[src/rtl/natv_gpio_pkg.sv]
// rtl/natv_gpio_pkg.sv - register map and interrupt encodings for natv_gpio
//
// Purpose: shared constants for the native-bus GPIO controller.
//   - Register byte offsets within the decoded address window.
//   - Interrupt type encoding (one bit per pin in IRQ_TYPE).
//   - Helper that expands byte strobes into a 32-bit bit mask.
package natv_gpio_pkg;

    localparam logic [7:0] GPIO_OUT_OFS   = 8'h00;
    localparam logic [7:0] GPIO_IN_OFS    = 8'h04;
    localparam logic [7:0] GPIO_OEN_OFS   = 8'h08;
    localparam logic [7:0] GPIO_PUN_OFS   = 8'h0C;
    localparam logic [7:0] GPIO_PDN_OFS   = 8'h10;
    localparam logic [7:0] GPIO_SET_OFS   = 8'h14;
    localparam logic [7:0] GPIO_CLR_OFS   = 8'h18;
    localparam logic [7:0] GPIO_TGL_OFS   = 8'h1C;
    localparam logic [7:0] GPIO_EN_OFS    = 8'h20;
    localparam logic [7:0] GPIO_TYPE_OFS  = 8'h24;
    localparam logic [7:0] GPIO_POL_OFS   = 8'h28;
    localparam logic [7:0] GPIO_BOTH_OFS  = 8'h2C;
    localparam logic [7:0] GPIO_PEND_OFS  = 8'h30;

    localparam logic IRQ_TYPE_LEVEL = 1'b0;
    localparam logic IRQ_TYPE_EDGE  = 1'b1;

    // Byte lane k enables bits [8k+7:8k].
    function automatic logic [31:0] strb_to_mask(input logic [3:0] strb);
        logic [31:0] m;
        m = '0;
        for (int k = 0; k < 4; k++) begin
            m[8*k +: 8] = {8{strb[k]}};
        end
        return m;
    endfunction

endpackage

[src/rtl/nmi_if.sv]
// rtl/nmi_if.sv - native memory-mapped bus interface
//
// Purpose: single-beat request/acknowledge bus shared by native peripherals.
//   valid  master holds a request
//   addr   byte address (slave decodes the low bits)
//   wdata  write data
//   wstrb  byte strobes; all-zero means read
//   rdata  registered read data, valid while ready is high
//   ready  one-cycle acknowledge pulse from the slave
interface nmi_if;
    logic        valid;
    logic [31:0] addr;
    logic [31:0] wdata;
    logic [3:0]  wstrb;
    logic [31:0] rdata;
    logic        ready;

    modport slave  (input valid, addr, wdata, wstrb, output rdata, ready);
    modport master (output valid, addr, wdata, wstrb, input rdata, ready);
endinterface

[src/rtl/natv_gpio_sync.sv]
// rtl/natv_gpio_sync.sv - multi-stage input synchroniser for the GPIO pads
//
// Purpose: brings asynchronous pad inputs into the clk_i domain.
// Ports:
//   clk_i  system clock
//   rst_i  synchronous reset, active-high; clears every stage
//   d_i    asynchronous pad values
//   q_o    synchronised values (last stage)
module natv_gpio_sync #(
    parameter int NUM_PINS    = 16,
    parameter int SYNC_STAGES = 2
) (
    input  logic                clk_i,
    input  logic                rst_i,
    input  logic [NUM_PINS-1:0] d_i,
    output logic [NUM_PINS-1:0] q_o
);

    logic [NUM_PINS-1:0] stage_q [SYNC_STAGES];

    always_ff @(posedge clk_i) begin
        if (rst_i) begin
            for (int k = 0; k < SYNC_STAGES; k++) begin
                stage_q[k] <= '0;
            end
        end else begin
            stage_q[0] <= d_i;
            for (int k = 1; k < SYNC_STAGES; k++) begin
                stage_q[k] <= stage_q[k-1];
            end
        end
    end

    assign q_o = stage_q[SYNC_STAGES-1];

endmodule

[src/rtl/natv_gpio.sv]
// rtl/natv_gpio.sv - native-bus GPIO controller with per-pin interrupts
//
// Purpose: register file, bus decode and interrupt logic for up to 32 pads.
// Ports:
//   clk_i       system clock
//   rst_i       synchronous reset, active-high
//   nmi         native bus slave (valid/addr/wdata/wstrb in, rdata/ready out)
//   gpio_out_o  pad output value
//   gpio_in_i   asynchronous pad input
//   gpio_oen_o  output enable, active-low
//   gpio_pun_o  pull-up enable, active-low
//   gpio_pdn_o  pull-down enable, active-low
//   irq_o       OR of pending & enabled interrupts
module natv_gpio
    import natv_gpio_pkg::*;
#(
    parameter int NUM_PINS    = 16,
    parameter int SYNC_STAGES = 2,
    parameter int ADDR_W      = 8
) (
    input  logic                clk_i,
    input  logic                rst_i,
    nmi_if.slave                nmi,
    output logic [NUM_PINS-1:0] gpio_out_o,
    input  logic [NUM_PINS-1:0] gpio_in_i,
    output logic [NUM_PINS-1:0] gpio_oen_o,
    output logic [NUM_PINS-1:0] gpio_pun_o,
    output logic [NUM_PINS-1:0] gpio_pdn_o,
    output logic                irq_o
);

    typedef logic [NUM_PINS-1:0] pins_t;

    pins_t out_q,  out_d;
    pins_t oen_q,  oen_d;
    pins_t pun_q,  pun_d;
    pins_t pdn_q,  pdn_d;
    pins_t en_q,   en_d;
    pins_t type_q, type_d;
    pins_t pol_q,  pol_d;
    pins_t both_q, both_d;
    pins_t pend_q, pend_d;
    pins_t prev_q, prev_d;

    logic        ready_q, ready_d;
    logic [31:0] rdata_q, rdata_d;

    pins_t       in_s;
    pins_t       rise, fall, evt;
    pins_t       lane_mask, wbits, w1c_mask;
    logic [31:0] strb_mask;
    logic [31:0] rd_val;
    logic [ADDR_W-1:0] ofs;
    logic        wr_en;

    // Address bits above ADDR_W and data bits above NUM_PINS are don't-care.
    logic unused_bus;
    assign unused_bus = ^{nmi.addr, nmi.wdata};

    natv_gpio_sync #(
        .NUM_PINS    (NUM_PINS),
        .SYNC_STAGES (SYNC_STAGES)
    ) u_sync (
        .clk_i (clk_i),
        .rst_i (rst_i),
        .d_i   (gpio_in_i),
        .q_o   (in_s)
    );

    // A request is acknowledged on the cycle after valid is seen while ready
    // is low, so holding valid produces one access every two cycles.
    assign ready_d   = nmi.valid & ~ready_q;
    assign ofs       = nmi.addr[ADDR_W-1:0];
    assign wr_en     = |nmi.wstrb;
    assign strb_mask = strb_to_mask(nmi.wstrb);
    assign lane_mask = strb_mask[NUM_PINS-1:0];
    assign wbits     = nmi.wdata[NUM_PINS-1:0] & lane_mask;

    assign rise = in_s & ~prev_q;
    assign fall = ~in_s & prev_q;

    always_comb begin
        evt = '0;
        for (int i = 0; i < NUM_PINS; i++) begin
            if (en_q[i]) begin
                if (type_q[i] == IRQ_TYPE_LEVEL) begin
                    evt[i] = pol_q[i] ? in_s[i] : ~in_s[i];
                end else if (both_q[i]) begin
                    evt[i] = rise[i] | fall[i];
                end else begin
                    evt[i] = pol_q[i] ? rise[i] : fall[i];
                end
            end
        end
    end

    always_comb begin
        rd_val = '0;
        case (ofs)
            ADDR_W'(GPIO_OUT_OFS):  rd_val = 32'(out_q);
            ADDR_W'(GPIO_IN_OFS):   rd_val = 32'(in_s);
            ADDR_W'(GPIO_OEN_OFS):  rd_val = 32'(oen_q);
            ADDR_W'(GPIO_PUN_OFS):  rd_val = 32'(pun_q);
            ADDR_W'(GPIO_PDN_OFS):  rd_val = 32'(pdn_q);
            ADDR_W'(GPIO_EN_OFS):   rd_val = 32'(en_q);
            ADDR_W'(GPIO_TYPE_OFS): rd_val = 32'(type_q);
            ADDR_W'(GPIO_POL_OFS):  rd_val = 32'(pol_q);
            ADDR_W'(GPIO_BOTH_OFS): rd_val = 32'(both_q);
            ADDR_W'(GPIO_PEND_OFS): rd_val = 32'(pend_q);
            default:                rd_val = '0;
        endcase
    end

    always_comb begin
        out_d    = out_q;
        oen_d    = oen_q;
        pun_d    = pun_q;
        pdn_d    = pdn_q;
        en_d     = en_q;
        type_d   = type_q;
        pol_d    = pol_q;
        both_d   = both_q;
        rdata_d  = rdata_q;
        w1c_mask = '0;

        if (ready_d) begin
            rdata_d = rd_val;
            if (wr_en) begin
                case (ofs)
                    ADDR_W'(GPIO_OUT_OFS):  out_d  = (out_q  & ~lane_mask) | wbits;
                    ADDR_W'(GPIO_OEN_OFS):  oen_d  = (oen_q  & ~lane_mask) | wbits;
                    ADDR_W'(GPIO_PUN_OFS):  pun_d  = (pun_q  & ~lane_mask) | wbits;
                    ADDR_W'(GPIO_PDN_OFS):  pdn_d  = (pdn_q  & ~lane_mask) | wbits;
                    ADDR_W'(GPIO_SET_OFS):  out_d  = out_q | wbits;
                    ADDR_W'(GPIO_CLR_OFS):  out_d  = out_q & ~wbits;
                    ADDR_W'(GPIO_TGL_OFS):  out_d  = out_q ^ wbits;
                    ADDR_W'(GPIO_EN_OFS):   en_d   = (en_q   & ~lane_mask) | wbits;
                    ADDR_W'(GPIO_TYPE_OFS): type_d = (type_q & ~lane_mask) | wbits;
                    ADDR_W'(GPIO_POL_OFS):  pol_d  = (pol_q  & ~lane_mask) | wbits;
                    ADDR_W'(GPIO_BOTH_OFS): both_d = (both_q & ~lane_mask) | wbits;
                    ADDR_W'(GPIO_PEND_OFS): w1c_mask = wbits;
                    default: ;
                endcase
            end
        end

        // A fresh event outranks a clear landing on the same edge.
        pend_d = (pend_q & ~w1c_mask) | evt;
        prev_d = in_s;
    end

    always_ff @(posedge clk_i) begin
        if (rst_i) begin
            out_q   <= '0;
            oen_q   <= '1;
            pun_q   <= '1;
            pdn_q   <= '1;
            en_q    <= '0;
            type_q  <= '0;
            pol_q   <= '0;
            both_q  <= '0;
            pend_q  <= '0;
            prev_q  <= '0;
            ready_q <= 1'b0;
            rdata_q <= '0;
        end else begin
            out_q   <= out_d;
            oen_q   <= oen_d;
            pun_q   <= pun_d;
            pdn_q   <= pdn_d;
            en_q    <= en_d;
            type_q  <= type_d;
            pol_q   <= pol_d;
            both_q  <= both_d;
            pend_q  <= pend_d;
            prev_q  <= prev_d;
            ready_q <= ready_d;
            rdata_q <= rdata_d;
        end
    end

    assign nmi.ready  = ready_q;
    assign nmi.rdata  = rdata_q;
    assign gpio_out_o = out_q;
    assign gpio_oen_o = oen_q;
    assign gpio_pun_o = pun_q;
    assign gpio_pdn_o = pdn_q;
    assign irq_o      = |(pend_q & en_q);

endmodule

[src/flat_wrapper.sv]
// flat-port wrapper written by rule: the top's interface ports become plain ports
module natv_gpio_flat import natv_gpio_pkg::*;
#(
    parameter int NUM_PINS    = 16,
    parameter int SYNC_STAGES = 2,
    parameter int ADDR_W      = 8
)
  (clk_i, rst_i, gpio_out_o, gpio_in_i, gpio_oen_o, gpio_pun_o, gpio_pdn_o, irq_o, nmi_valid, nmi_addr, nmi_wdata, nmi_wstrb, nmi_rdata, nmi_ready);
  nmi_if nmi_i ();
  input  logic clk_i;
  input  logic rst_i;
  output logic [NUM_PINS-1:0] gpio_out_o;
  input  logic [NUM_PINS-1:0] gpio_in_i;
  output logic [NUM_PINS-1:0] gpio_oen_o;
  output logic [NUM_PINS-1:0] gpio_pun_o;
  output logic [NUM_PINS-1:0] gpio_pdn_o;
  output logic irq_o;
  input wire logic [$bits(nmi_i.valid)-1:0] nmi_valid;
  input wire logic [$bits(nmi_i.addr)-1:0] nmi_addr;
  input wire logic [$bits(nmi_i.wdata)-1:0] nmi_wdata;
  input wire logic [$bits(nmi_i.wstrb)-1:0] nmi_wstrb;
  output wire logic [$bits(nmi_i.rdata)-1:0] nmi_rdata;
  output wire logic [$bits(nmi_i.ready)-1:0] nmi_ready;
  assign nmi_i.valid = nmi_valid;
  assign nmi_i.addr = nmi_addr;
  assign nmi_i.wdata = nmi_wdata;
  assign nmi_i.wstrb = nmi_wstrb;
  assign nmi_rdata = nmi_i.rdata;
  assign nmi_ready = nmi_i.ready;
  natv_gpio #(.NUM_PINS(NUM_PINS), .SYNC_STAGES(SYNC_STAGES), .ADDR_W(ADDR_W)) u_core (.clk_i(clk_i), .rst_i(rst_i), .nmi(nmi_i), .gpio_out_o(gpio_out_o), .gpio_in_i(gpio_in_i), .gpio_oen_o(gpio_oen_o), .gpio_pun_o(gpio_pun_o), .gpio_pdn_o(gpio_pdn_o), .irq_o(irq_o));
endmodule
[config.mk]
export PLATFORM = sky130hd
export DESIGN_NAME = natv_gpio_flat
export DESIGN_NICKNAME = d
export VERILOG_FILES = /design/src/rtl/natv_gpio_pkg.sv /design/src/rtl/nmi_if.sv /design/src/rtl/natv_gpio_sync.sv /design/src/rtl/natv_gpio.sv /design/src/flat_wrapper.sv
export SDC_FILE = /design/constraint.sdc
export NUM_CORES = 1
export LEC_CHECK = 0
export ABC_CLOCK_PERIOD_IN_PS = 2800
export CELL_PAD_IN_SITES_DETAIL_PLACEMENT = 2
export CELL_PAD_IN_SITES_GLOBAL_PLACEMENT = 2
export CORE_ASPECT_RATIO = 2
export CORE_MARGIN = 10
export CORE_UTILIZATION = 32
export DETAILED_ROUTE_END_ITERATION = 10
export GPL_TIMING_DRIVEN = 0
export PLACE_DENSITY_LB_ADDON = 0.1
export SLEW_MARGIN = 20
export SYNTH_ARGS = -nofsm -noshare
export SYNTH_HDL_FRONTEND = slang
export SYNTH_HIERARCHICAL = 1
export SYNTH_SLANG_ARGS = --single-unit
[constraint.sdc]
create_clock -name clk_i -period 2.8 [get_ports clk_i]
set_input_delay 0.56 -clock clk_i [delete_from_list [all_inputs] [get_ports clk_i]]
set_output_delay 0.56 -clock clk_i [all_outputs]
set_load 0.05 [all_outputs]
# Word-level counts from Yosys, hierarchy flattened
# Memory sizes are Yosys's and may differ from the RTL's.
# Cells that the tools add are included.
# word_totals
ram_bits	32
elab_cells	193
inputBits	87
ff_bits	193
n_memories	1
output_inout_bits	98
# memory_table
memory	words	width	rd	rd_clocked_by_memory_dff	wr	line_no	rtl
u_core.u_sync.stage_q	2	16	2	0	2	natv_gpio_sync.sv:19	logic [NUM_PINS-1:0] stage_q [SYNC_STAGES];
# op_classes
muxes	90
n_bitwise	66
eq_ne	12
n_reduce_logical	12
# ops
op	count
16-bit bitwise AND	14
16-bit OR	10
16-bit case mux with 10 select lines	1
1-bit 2-to-1 mux	83
16-bit 2-to-1 mux	5
16-bit NOT	5
16-bit case mux with 4 select lines	1
8-bit by 6-bit equality test with 1-bit output, second input constant	5
8-bit by 5-bit equality test with 1-bit output, second input constant	4
3-bit AND reduction	8
1-bit OR	18
1-bit NOT	17
8-bit by 4-bit equality test with 1-bit output, second input constant	2
16-bit OR reduction	1
16-bit XOR	1
8-bit by 3-bit equality test with 1-bit output, second input constant	1
8-bit logical NOT	1
4-bit nonzero test	1
4-bit OR reduction	1
1-bit bitwise AND	1

# Depth between registers and ports, before layout
# Gate-level depths: netlist of run 1.
# An unclocked memory read counts as a cell.
# depth
ltp_word	8
mapped_depth	8

# Modules after synthesis
# The synthesis of run 1 kept the hierarchy.
# modules_own_cells
module	n_inst	cells_per_inst	seq_area_each_um2	area_per_inst_um2
natv_gpio	1	1182	3543.4	9889.5
natv_gpio_sync	1	83	640.6	983.4

# Least setup slack after synthesis of run 1
# Ideal clock, no wire load.
# synth_timing
kind	input-to-reg
start	in nmi_addr[4]
end	reg u_core.out_q[10], in the netlist u_core/gpio_out_o[10]
setup_slack_ns	0.661
path_stages	7
n_path_buf	2
arrival_time_ns	2.051
setup_time_ns	0.088
required_time_ns	2.712
path_cell_list	buf_4 nor4_4 mux2i_2 nor4_4 buf_6 nor2_1 a311oi_2
# synth_via
elab_chain_len	3
# synth_rtl
element	line_no	rtl
start, declared	flat_wrapper.sv:19	input wire logic [$bits(nmi_i.addr)-1:0] nmi_addr;
8-bit by 5-bit equality test with 1-bit output / 8-bit logical NOT (equally long branches)	natv_gpio.sv:129	case (ofs)
4-bit nonzero test (no source line)	n/a	
3-bit AND reduction (no source line)	n/a	
end signal, assigned	natv_gpio.sv:167	out_q <= out_d;
end, declared	natv_gpio.sv:34	pins_t out_q, out_d;
# Parallel ways exist; a longest one is shown, timed or not.
# A chain may end at the register's enable or synchronous reset.

# Worst setup path after layout of run 1
# layout_timing
start	in nmi_addr[2]
end	reg u_core.rdata_q[10], in the netlist u_core/nmi.rdata[10]
# layout_via
elab_chain_len	2
# layout_rtl
element	line_no	rtl
8-bit by 6-bit equality test with 1-bit output, or another cell as far along	natv_gpio.sv:99	case (ofs)
16-bit case mux with 10 select lines (*)	natv_gpio.sv:99	
end signal, assigned	natv_gpio.sv:178	rdata_q <= rdata_d;
end, declared	natv_gpio.sv:46	logic [31:0] rdata_q, rdata_d;
# Every way passes the cells marked *; elsewhere a longest branch is shown, timed or not.

==> results of run 1 <==
## final timing paths
path              slack (ps)                           end
setup / recovery          10          u_core/nmi.rdata[10]
hold / removal           440  u_core/u_sync/stage_q[0][26]
setup reg to reg         270                      register
hold reg to reg          440  u_core/u_sync/stage_q[0][26]
## through the flow
step	setup TNS, ps	std cells	hold WS (ps)	setup WS, ps	util, %
floorplan	0	1280	413.8	660.5	-
global placement	-67240	1833	420.3	-819.1	37.59
detailed placement	-71580	1833	427.6	-840.6	37.59
CTS	0	1875	444.5	4.213	40.33
global route	-32.26	1884	460.3	-32.26	40.61
finish	0	1884	439.7	13.16	40.61
## synthesized netlist by cell type (5+ instances only)
cell      instances  area share, %
nand2_1         243            8.4
dfxtp_1         209             38
nor2_1           96            3.3
o21ai_0          59            2.7
a22oi_1          49            3.4
inv_1            49            1.7
nand3b_1         49            3.4
ha_1             48            5.5
a21oi_1          45            2.1
clkbuf_1         44            1.5
buf_4            40            2.8
nor2b_1          35            2.0
mux2_2           34            3.5
mux2i_1          30            2.8
o21ai_1          20           0.92
o211ai_1         17            1.2
buf_2            16           0.74
o221ai_1         16            1.3
xor2_1           16            1.3
a311oi_2         14            1.9
a221oi_1         13            1.0
nand3_1          13           0.60
o22ai_1          10           0.58
o31ai_1           8           0.55
mux4_2            7            1.4
a22o_1            6           0.48
a211oi_1          5           0.35
## report_power, final
| part | switching [uW] | internal, uW |
|---|---|---|
| clock network | 1390 | 2240 |
| logic | 502 | 217 |
| registers | 14.0 | 3000 |
## metal layers
| metal | vias up | wire (um) | GRT usage [%] |
|---|---|---|---|
| met4 | 0 | 4910 | 19.57 |
| met5 | - | 0 | 0 |
| met2 | 331 | 29480 | 47.51 |
| met1 | 5453 | 18940 | 24.94 |
| li1 | 4729 | - | - |
| met3 | 143 | 2108 | 2.448 |
## cells by family after synthesis
| group | Yosys count | share of synthesized area (%) |
|---|---|---|
| DFF | 209 | 38.48 |
| and+or+nand+nor | 484 | 21.88 |
| muxes | 72 | 7.860 |
| adders and majority gates | 48 | 5.524 |
| xor gates and xnor gates | 16 | 1.289 |
| buffers and inverters | 156 | 7.158 |
| AOI/OAI and AO/OA | 279 | 17.78 |
| other | 1 | 0.03449 |
## final cells by class
| type | instances | area (sq um) | share of cell area, % |
|---|---|---|---|
| tap | 436 | 545.5 | 3.994 |
| sequential | 209 | 4184 | 30.63 |
| multi-input combinational | 915 | 6010 | 44.00 |
| inverter | 49 | 183.9 | 1.347 |
| clock buffer | 31 | 675.6 | 4.946 |
| clock inverter | 11 | 211.5 | 1.548 |
| timing repair buffer | 127 | 1245 | 9.114 |
| buffer | 106 | 604.3 | 4.424 |
## what timing repair did
item,4_1_cts,5_1_grt
pin swaps,0,3
buffers inserted,0,10
resized for setup,9,16
hold buffers,0,0
endpoints found under the setup margin,24,101
## critical path, stage by stage
cell	delay, ps
buf_2	230
buf_4	320
buf_2	450
mux2_2	400
a22oi_1	470
o22ai_1	220
a211oi_1	410
o21ai_1	110
==> key figures, run 1 <==
Min path
  • Hold Crit Start: u_core/u_sync/stage_q[0][10]
  • Hold path cells: 1
  • Hold/Removal Path Class: register to register

Timing
  • Tcrit/Tclk final: 99.53%
  • Fmax: approximately 360 MHz
  • Slew Viols, Final: 0
  • Clock skew: 12.67 ps
  • Final setup violating endpoints: 0
  • Slew @ Worst Pin: 1145 ps
  • Fin. Hold Viols: 0
  • Final min period: between 2000 and 3000 ps
  • Slew margin rel.: 22.94%

Final layout
  • Diode count: 0
  • Post-layout nets: 1,566
  • Fillers: around 3,800
  • Commonest cells after routing, fill and taps aside: nand2_1, dfxtp_1, clkdlybuf4s50_1
  • Post-route cell area: 13,660 sq um
  • Layout area overhead: 25.63%
  • Layout cell share with drive strength beyond 1: 14.16%
  • Most common cell after layout, fill and taps aside: nand2_1

Critical path
  • CP endpoint kind: register
  • Setup crit start: nmi_addr[2]
  • Crit path launch type: primary input
  • Max FO, Critical Path: 10
  • WP data required: between 3000 and 4000 ps
  • RR Startpoint: u_core/nmi.ready
  • Arrival time worst endpoint: 3200 ps
  • Critical path class: primary input to register
  • R2R depth: 7

Place
  • Cell Area, Placed: 12,650 sq um
  • RePlAce Congestion: 0.9389
  • HPWL Detailed: 42.69 mm
  • Port bufs: approximately 120

Synthesis
  • Synth unique cells: 68
  • Async S/R FF share, synth: 0%
  • Post-synthesis cell count: 1,265
  • Post-synthesis sequential area ratio: 38.48%
  • Syn avg cell area: about 8.6 sq um
  • Yosys warnings: 6
  • FF+latch count, synth: ~210
  • Top_reg_cell synth: dfxtp_1
  • Netlist Area Pre-Place: around 11,000 sq um
  • EDFF count, synth: 0

Die
  • Rows: 95
  • Io pins: 185
  • Die W: 150.3 um
  • Core area: 33,640 sq um
  • Chip height: roughly 280 um
  • Die area: between 40,000 and 50,000 sq um
  • Initial Utilization: 32.32%

Detailed routing
  • DR vias/cell: 5.656
  • # DRC: 0
  • DR pass1 iterations: 5
  • Final antenna-violating net count: 0
  • Overall routed net length: ~55 mm
  • Via count of the routed design: 10,656
  • Wirelength per Cell: between 20 and 30 um
  • Iteration-0 DRC Markers: 550

Pwr
  • Tot Pwr: 7368 uW
  • P per Cell Area: approximately 540 nW/um^2
  • Worst VDD drop: 0.4164 mV
  • Leakage: between 0.005 and 0.006 uW

GRT
  • Total gr overflow: 0
  • GRT Total Usage: 25.53%
  • Largest net degree at the start of global routing: 15
  • Initial antenna violation count: 0
  • First-pass GRT wire length: 78.24 mm
  • Vias in the first global route: 11,451

Clock network
  • Worst skew pair latency: 550 ps
  • CTS tree: built
  • H-tree lvl count: 1
  • Clk pin slew, worst setup/hold paths: 60 ps
  • TritonCTS Buffers: 23
  • Max clock buf depth: 3
  • Sink Count: ~210
  • Clock root cell: clkbuf_16

Status
  • Status: finished clean

Flow run
  • Max-cap viol count: 0
Note: power is estimated with default switching activity, not from simulation.
==> inputs of run 2 (changes only) <==
--- a/config.mk
+++ b/config.mk
@@ -13,7 +13,7 @@
 export CORE_UTILIZATION = 32
 export DETAILED_ROUTE_END_ITERATION = 10
 export GPL_TIMING_DRIVEN = 0
-export PLACE_DENSITY_LB_ADDON = 0.1
+export PLACE_DENSITY_LB_ADDON = 0.2
 export SLEW_MARGIN = 20
 export SYNTH_ARGS = -nofsm -noshare
 export SYNTH_HDL_FRONTEND = slang
==> run 2 against run 1 <==
Net effect:
- clock skew increased by 9.7 ps
- combinational power down 0.7%
- setup slack lost 15 ps
- cell area shrank 1.3%
- utilization fell by 0.52 points
- largest cell class unchanged
- critical path type unchanged
- the flow now finishes with violations (negative setup slack)
==> key figures, run 2 (same netlist as run 1, synthesis figures left out) <==
Final layout
  • Diode count: 0 (unchanged)
  • Final Util: 40.09% (was 40.61%)
  • Most common cell after layout, fill and taps aside: nand2_1 (unchanged)
  • Post-layout nets: 1,561 (was 1,566)
  • Commonest cells after routing, fill and taps aside: nand2_1, dfxtp_1, clkdlybuf4s50_1 (unchanged)
  • Layout cell share with drive strength beyond 1: 13.46% (was 14.16%)
  • Layout area overhead: 24.03% (was 25.63%)

Critical path
  • Crit-path slowest cell: nor2_1 (was a22oi_1)
  • Critical path class: primary input to register (unchanged)
  • RR Startpoint: u_core/nmi.ready (unchanged)
  • CP endpoint kind: register (unchanged)
  • R2R depth: 7 (unchanged)
  • FF-to-FF setup slack: 570 ps (was 270 ps)
  • Max FO, Critical Path: 9 (was 10)
  • Arrival time worst endpoint: 3270 ps (was 3200 ps)
  • Crit path launch type: primary input (unchanged)
  • WP data required: 3270 ps (was 3210 ps)
  • Crit path cell chain: clkdlybuf4s50_1 > nor2_1 > nand2_1 > o2bb2ai_1 > a211oi_2 > o21ai_1 (was buf_2 > buf_4 > buf_2 > mux2_2 > a22oi_1 > o22ai_1 > a211oi_1 > o21ai_1)
  • Slowest stage delay, CP: 740 ps (was 470 ps)

Clock network
  • Sink Count: 209 (unchanged)
  • Clk pin slew, worst setup/hold paths: 60 ps (about the same)
  • CTS tree: built (unchanged)
  • Worst skew pair latency: 550 ps (about the same)
  • TritonCTS Buffers: 22 (was 23)
  • Max clock buf depth: 3 (unchanged)
  • H-tree lvl count: 1 (unchanged)
  • Clock root cell: clkbuf_16 (unchanged)

Timing
  • Final min period: 2802 ps (was 2787 ps)
  • Fin. Hold Viols: 0 (unchanged)
  • Clock skew: 22.38 ps (was 12.67 ps)
  • Fmax: 356.9 MHz (was 358.8 MHz)
  • Slew @ Worst Pin: 1112 ps (was 1145 ps)
  • Worst Setup Slack, final: -1.790 ps (was 13.16 ps)
  • Final setup violating endpoints: 1 (was 0)
  • Hold_ws: 436.9 ps (was 439.7 ps)
  • Slew Viols, Final: 0 (unchanged)
  • Tcrit/Tclk final: 100.1% (was 99.53%)
  • Slew margin rel.: 25.15% (was 22.94%)
  • RSZ-0062 raised after global routing: yes

Place
  • RePlAce Congestion: 0.9629 (was 0.9389)
  • Port bufs: 117 (unchanged)
  • HPWL Detailed: 42.32 mm (was 42.69 mm)
  • Pre-CTS setup slack: -868.2 ps (was -840.6 ps)

Detailed routing
  • Wirelength per Cell: 29.18 um (was 29.43 um)
  • Final antenna-violating net count: 0 (unchanged)
  • Via count of the routed design: 10,623 (was 10,656)
  • Overall routed net length: 54.78 mm (was 55.44 mm)
  • DR pass1 iterations: 5 (unchanged)
  • Iteration-0 DRC Markers: 522 (was 550)
  • DR vias/cell: 5.660 (was 5.656)
  • # DRC: 0 (unchanged)

Die
  • Io pins: 185 (unchanged)
  • Initial Utilization: 32.32% (unchanged)
  • Die W: 150.3 um (unchanged)
  • Core area: 33,640 sq um (unchanged)
  • Die area: 42,200 sq um (unchanged)
  • Rows: 95 (unchanged)
  • Chip height: 280.7 um (unchanged)

Status
  • Failing checks: negative setup slack
  • Status: finished with violations (was finished clean)

Min path
  • Hold path cells: 1 (unchanged)
  • Hold Crit Start: u_core/u_sync/stage_q[0][6] (was u_core/u_sync/stage_q[0][10])
  • WHS Endpoint: u_core/u_sync/stage_q[0][22] (was u_core/u_sync/stage_q[0][26])
  • Hold/Removal Path Class: register to register (unchanged)

Pwr
  • Worst VDD drop: 0.3659 mV (was 0.4164 mV)
  • Leakage: 0.005050 uW (was 0.005144 uW)
  • P per Cell Area: 512.3 nW/um^2 (was 539.4 nW/um^2)
  • Tot Pwr: 6909 uW (was 7368 uW)

GRT
  • Initial antenna violation count: 0 (unchanged)
  • Total gr overflow: 0 (unchanged)
  • GRT Total Usage: 25.63% (was 25.53%)
  • Vias in the first global route: 11,610 (was 11,451)
  • Largest net degree at the start of global routing: 14 (was 15)
  • First-pass GRT wire length: 79.02 mm (was 78.24 mm)

Flow run
  • Max-cap viol count: 0 (unchanged)
run 2: changes by cell type in the layout (fill, tap and decap cells not counted), sizes merged:
cell,delta
bufinv,-3
clkinv,+2
inv,-1
dlygate4sd2,-1
clkinvlp,-1
buf,-2
clkbuf,-1
run 2: worst max-delay path by stage:
stage                      start               endpoint  slack [ps]  depth (start not counted)
2_1_floorplan        nmi_addr[4]  u_core/gpio_out_o[10]         660                          7
3_3_place_gp         nmi_addr[6]    u_core/nmi.rdata[1]        -820                          8
3_5_place_dp         nmi_addr[6]    u_core/nmi.rdata[1]        -870                          8
4_1_cts        u_core/pend_q[12]                  irq_o          50                          4
5_1_grt              nmi_addr[1]   u_core/gpio_out_o[3]         -30                          8
6_report             nmi_addr[1]    u_core/nmi.rdata[1]          -2                          6
run 2: timing repair:
action | CTS | global route
buffers inserted | 0 | 6
gates cloned | 0 | 0
endpoints found under the hold margin | 0 | 0
endpoints found under the setup margin | 43 | 88
hold buffers | 0 | 0
pin swaps | 0 | 1
resized for setup | 11 | 12
run 2: metrics by stage:
step / cells / area, sq um / setup TNS, ps
after floorplan: 1280 / 10930 / 0
after global placement: 1833 / 12650 / -69200
after detailed placement: 1833 / 12650 / -75840
after CTS: 1872 / 13430 / 0
after global routing: 1877 / 13490 / -42.95
final: 1877 / 13490 / -1.790
run 2: final cells by class:
class | count | area (sq um)
clock inverters | 8 | 115.1
inverters | 49 | 183.9
repair buffers | 123 | 1211
flip-flops and latches | 209 | 4184
fillers | 3789 | 20150
plain buffers | 106 | 600.6
multi-input cells | 915 | 6010
clock buffers | 31 | 635.6
well taps | 436 | 545.5
run 2: per-layer routing:
layer  part of all wire [%]  track usage, %
met1                     34           25.41
met2                     52           45.97
met3                    4.0           2.964
met4                     10           21.72
met5                      0               0
run 2: critical path, delay by kind of cell:
family                 cells  cell delay, ps
AOI/OAI and AO/OA          3             660
buffers and inverters      1             680
and+or+nand+nor            2            1360
run 2: report_power, final:
part / leakage (uW) / internal (uW) / switching (uW)
Sequential: 0.00169 / 3000 / 14.5
Combinational: 0.00298 / 214 / 500
Clock: 0.000373 / 1860 / 1320
Total: 0.00505 / 5070 / 1840
==> inputs of run 3 (changes only) <==
--- a/config.mk
+++ b/config.mk
@@ -10,7 +10,7 @@
 export CELL_PAD_IN_SITES_GLOBAL_PLACEMENT = 2
 export CORE_ASPECT_RATIO = 2
 export CORE_MARGIN = 10
-export CORE_UTILIZATION = 32
+export CORE_UTILIZATION = 30
 export DETAILED_ROUTE_END_ITERATION = 10
 export GPL_TIMING_DRIVEN = 0
 export PLACE_DENSITY_LB_ADDON = 0.2
==> run 3 against run 2 <==
Net effect:
- the flow still finishes with violations (negative setup slack)
- largest cell class unchanged
- clock-buffer cell count fell by 2
- via count fell by 0.24%
- combinational power rose by 2%
- routed wire length rose by 3.4%
- cell area rose by 0.47%
- utilization fell by 2.2 points
- first-iteration DRC count fell by 9.6%
- sequential cell count did not move
- highest routed layer unchanged
- final cell count rose by 1.2%
- critical path depth rose by 2
==> key figures, run 3 (same netlist as run 1, synthesis figures left out) <==
Clock network
  • TritonCTS Buffers: 22 (unchanged)
  • H-tree lvl count: 1 (unchanged)
  • CTS hold repair buffers: 0 (unchanged)
  • Clk pin slew, worst setup/hold paths: 60 ps (about the same)
  • Worst skew pair latency: 540 ps (was 550 ps)
  • CTS tree: built (unchanged)
  • Sink Count: 209 (unchanged)
  • Clock root cell: clkbuf_16 (unchanged)
  • Max clock buf depth: 3 (unchanged)

Detailed routing
  • Wirelength per Cell: 29.82 um (was 29.18 um)
  • # DRC: 0 (unchanged)
  • DR pass1 iterations: 5 (unchanged)
  • DR vias/cell: 5.581 (was 5.660)
  • Final antenna-violating net count: 0 (unchanged)
  • Via count of the routed design: 10,598 (was 10,623)
  • Iteration-0 DRC Markers: 472 (was 522)
  • Overall routed net length: 56.62 mm (was 54.78 mm)

GRT
  • Total gr overflow: 0 (unchanged)
  • GRT Total Usage: 24.57% (was 25.63%)
  • Largest net degree at the start of global routing: 15 (was 14)
  • First-pass GRT wire length: 81.07 mm (was 79.02 mm)
  • Vias in the first global route: 11,787 (was 11,610)
  • Initial antenna violation count: 1 (was 0)

Die
  • Die W: 154.6 um (was 150.3 um)
  • Chip height: 289.2 um (was 280.7 um)
  • Core area: 35,800 sq um (was 33,640 sq um)
  • Die area: 44,720 sq um (was 42,200 sq um)
  • Initial Utilization: 30.37% (was 32.32%)
  • Io pins: 185 (unchanged)
  • Rows: 98 (was 95)

Critical path
  • R2R depth: 7 (unchanged)
  • Crit path launch type: primary input (unchanged)
  • FF-to-FF setup slack: 540 ps (was 570 ps)
  • RR Startpoint: u_core/nmi.ready (unchanged)
  • CP endpoint kind: register (unchanged)
  • Arrival time worst endpoint: 3230 ps (was 3270 ps)
  • Max FO, Critical Path: 10 (was 9)
  • WP data required: 3200 ps (was 3270 ps)
  • Critical path class: primary input to register (unchanged)

Timing
  • Slew @ Worst Pin: 1088 ps (was 1112 ps)
  • Final setup violating endpoints: 1 (unchanged)
  • Fmax: 354.5 MHz (was 356.9 MHz)
  • Slew margin rel.: 26.78% (was 25.15%)
  • Fin. Hold Viols: 0 (unchanged)
  • Final min period: 2821 ps (was 2802 ps)
  • Tcrit/Tclk final: 100.7% (was 100.1%)
  • Clock skew: 14.78 ps (was 22.38 ps)
  • Worst Setup Slack, final: -20.54 ps (was -1.790 ps)
  • Slew Viols, Final: 0 (unchanged)
  • Setup TNS: -20.54 ps (was -1.790 ps)

Flow run
  • Max-cap viol count: 0 (unchanged)

Min path
  • WHS Endpoint: u_core/u_sync/stage_q[0][21] (was u_core/u_sync/stage_q[0][22])
  • Hold Crit Start: u_core/u_sync/stage_q[0][5] (was u_core/u_sync/stage_q[0][6])
  • Hold/Removal Path Class: register to register (unchanged)
  • Hold path cells: 1 (unchanged)

Pwr
  • P per Cell Area: 503.6 nW/um^2 (was 512.3 nW/um^2)
  • Tot Pwr: 6823 uW (was 6909 uW)
  • Worst VDD drop: 0.4848 mV (was 0.3659 mV)
  • Leakage: 0.005082 uW (was 0.005050 uW)

Status
  • Failing checks: negative setup slack (unchanged)
  • Status: finished with violations (unchanged)

Final layout
  • Layout area overhead: 24.61% (was 24.03%)
  • Layout cell share with drive strength beyond 1: 14.23% (was 13.46%)
  • Post-layout nets: 1,567 (was 1,561)
  • Most common cell after layout, fill and taps aside: nand2_1 (unchanged)
  • Commonest cells after routing, fill and taps aside: nand2_1, dfxtp_1, clkdlybuf4s50_1 (unchanged)
  • Final Util: 37.84% (was 40.09%)

Place
  • Pre-CTS setup slack: -860.9 ps (was -868.2 ps)
  • Port bufs: 117 (unchanged)
  • HPWL Detailed: 43.56 mm (was 42.32 mm)
  • RePlAce Congestion: 0.9372 (was 0.9629)
-- run 3: changes by cell type in the layout (fill, tap and decap cells not counted), sizes merged --
| cell | change |
|---|---|
| buf | +4 |
| bufinv | -2 |
| clkbuf | -1 |
| clkdlybuf4s15 | +1 |
| clkinv | +5 |
| diode | +1 |
-- run 3: worst max-delay path by stage --
| stage | startpoint | endpoint | depth (start not counted) |
|---|---|---|---|
| floorplan | nmi_addr[4] | u_core/gpio_out_o[10] | 7 |
| global placement | nmi_addr[5] | u_core/nmi.rdata[11] | 6 |
| detailed placement | nmi_addr[6] | u_core/nmi.rdata[1] | 8 |
| CTS | nmi_addr[5] | u_core/nmi.rdata[12] | 6 |
| global route | rst_i | register | 5 |
| finish | nmi_addr[6] | u_core/nmi.rdata[1] | 8 |
-- run 3: report_power, final --
group	internal, uW	leakage (uW)	switching (uW)
logic	217	0.00301	511
registers	3000	0.00169	14.0
clock network	1720	0.000374	1350
total	4940	0.00508	1880
-- run 3: routing by layer --
metal | part of all wire [%] | vias up | wire length, um | track usage (%)
li1 | - | 4718 | - | -
met1 | 34 | 5410 | 19300 | 23.51
met2 | 53 | 326 | 30030 | 46.14
met3 | 3.9 | 144 | 2234 | 3.282
met4 | 8.9 | 0 | 5066 | 18.99
met5 | 0 | - | 0 | 0
-- run 3: stage by stage --
stage,hold slack [ps],cell area (sq um),instances
final,438.0,13550,1899
after global routing,454.4,13550,1899
after CTS,445.0,13480,1892
after detailed placement,430.5,12670,1847
after global placement,417.1,12660,1847
after floorplan,413.8,10930,1280
-- run 3: repair_timing --
action                     4_1_cts  5_1_grt
gates resized for setup         12       14
gates cloned                     0        0
pin swaps                        0        2
buffers inserted                 5        6
setup endpoints to repair       56       66
-- run 3: layout make-up --
cell class / count / area [sq um]
fillers: 4063 / 22260
multi-input cells: 915 / 6025
flip-flops and latches: 209 / 4184
repair buffers: 128 / 1249
clock buffers: 29 / 648.1
plain buffers: 107 / 610.6
well taps: 450 / 563.0
inverters: 49 / 183.9
clock inverters: 11 / 83.83
diodes: 1 / 2.502
-- run 3: worst max-delay path, cell delays in order --
cell             delay (ps)
clkdlybuf4s50_1         630
buf_2                   330
or4_1                   150
clkbuf_1                610
nor2_4                  230
o2bb2ai_1               200
a211oi_2                410
o21ai_1                 100
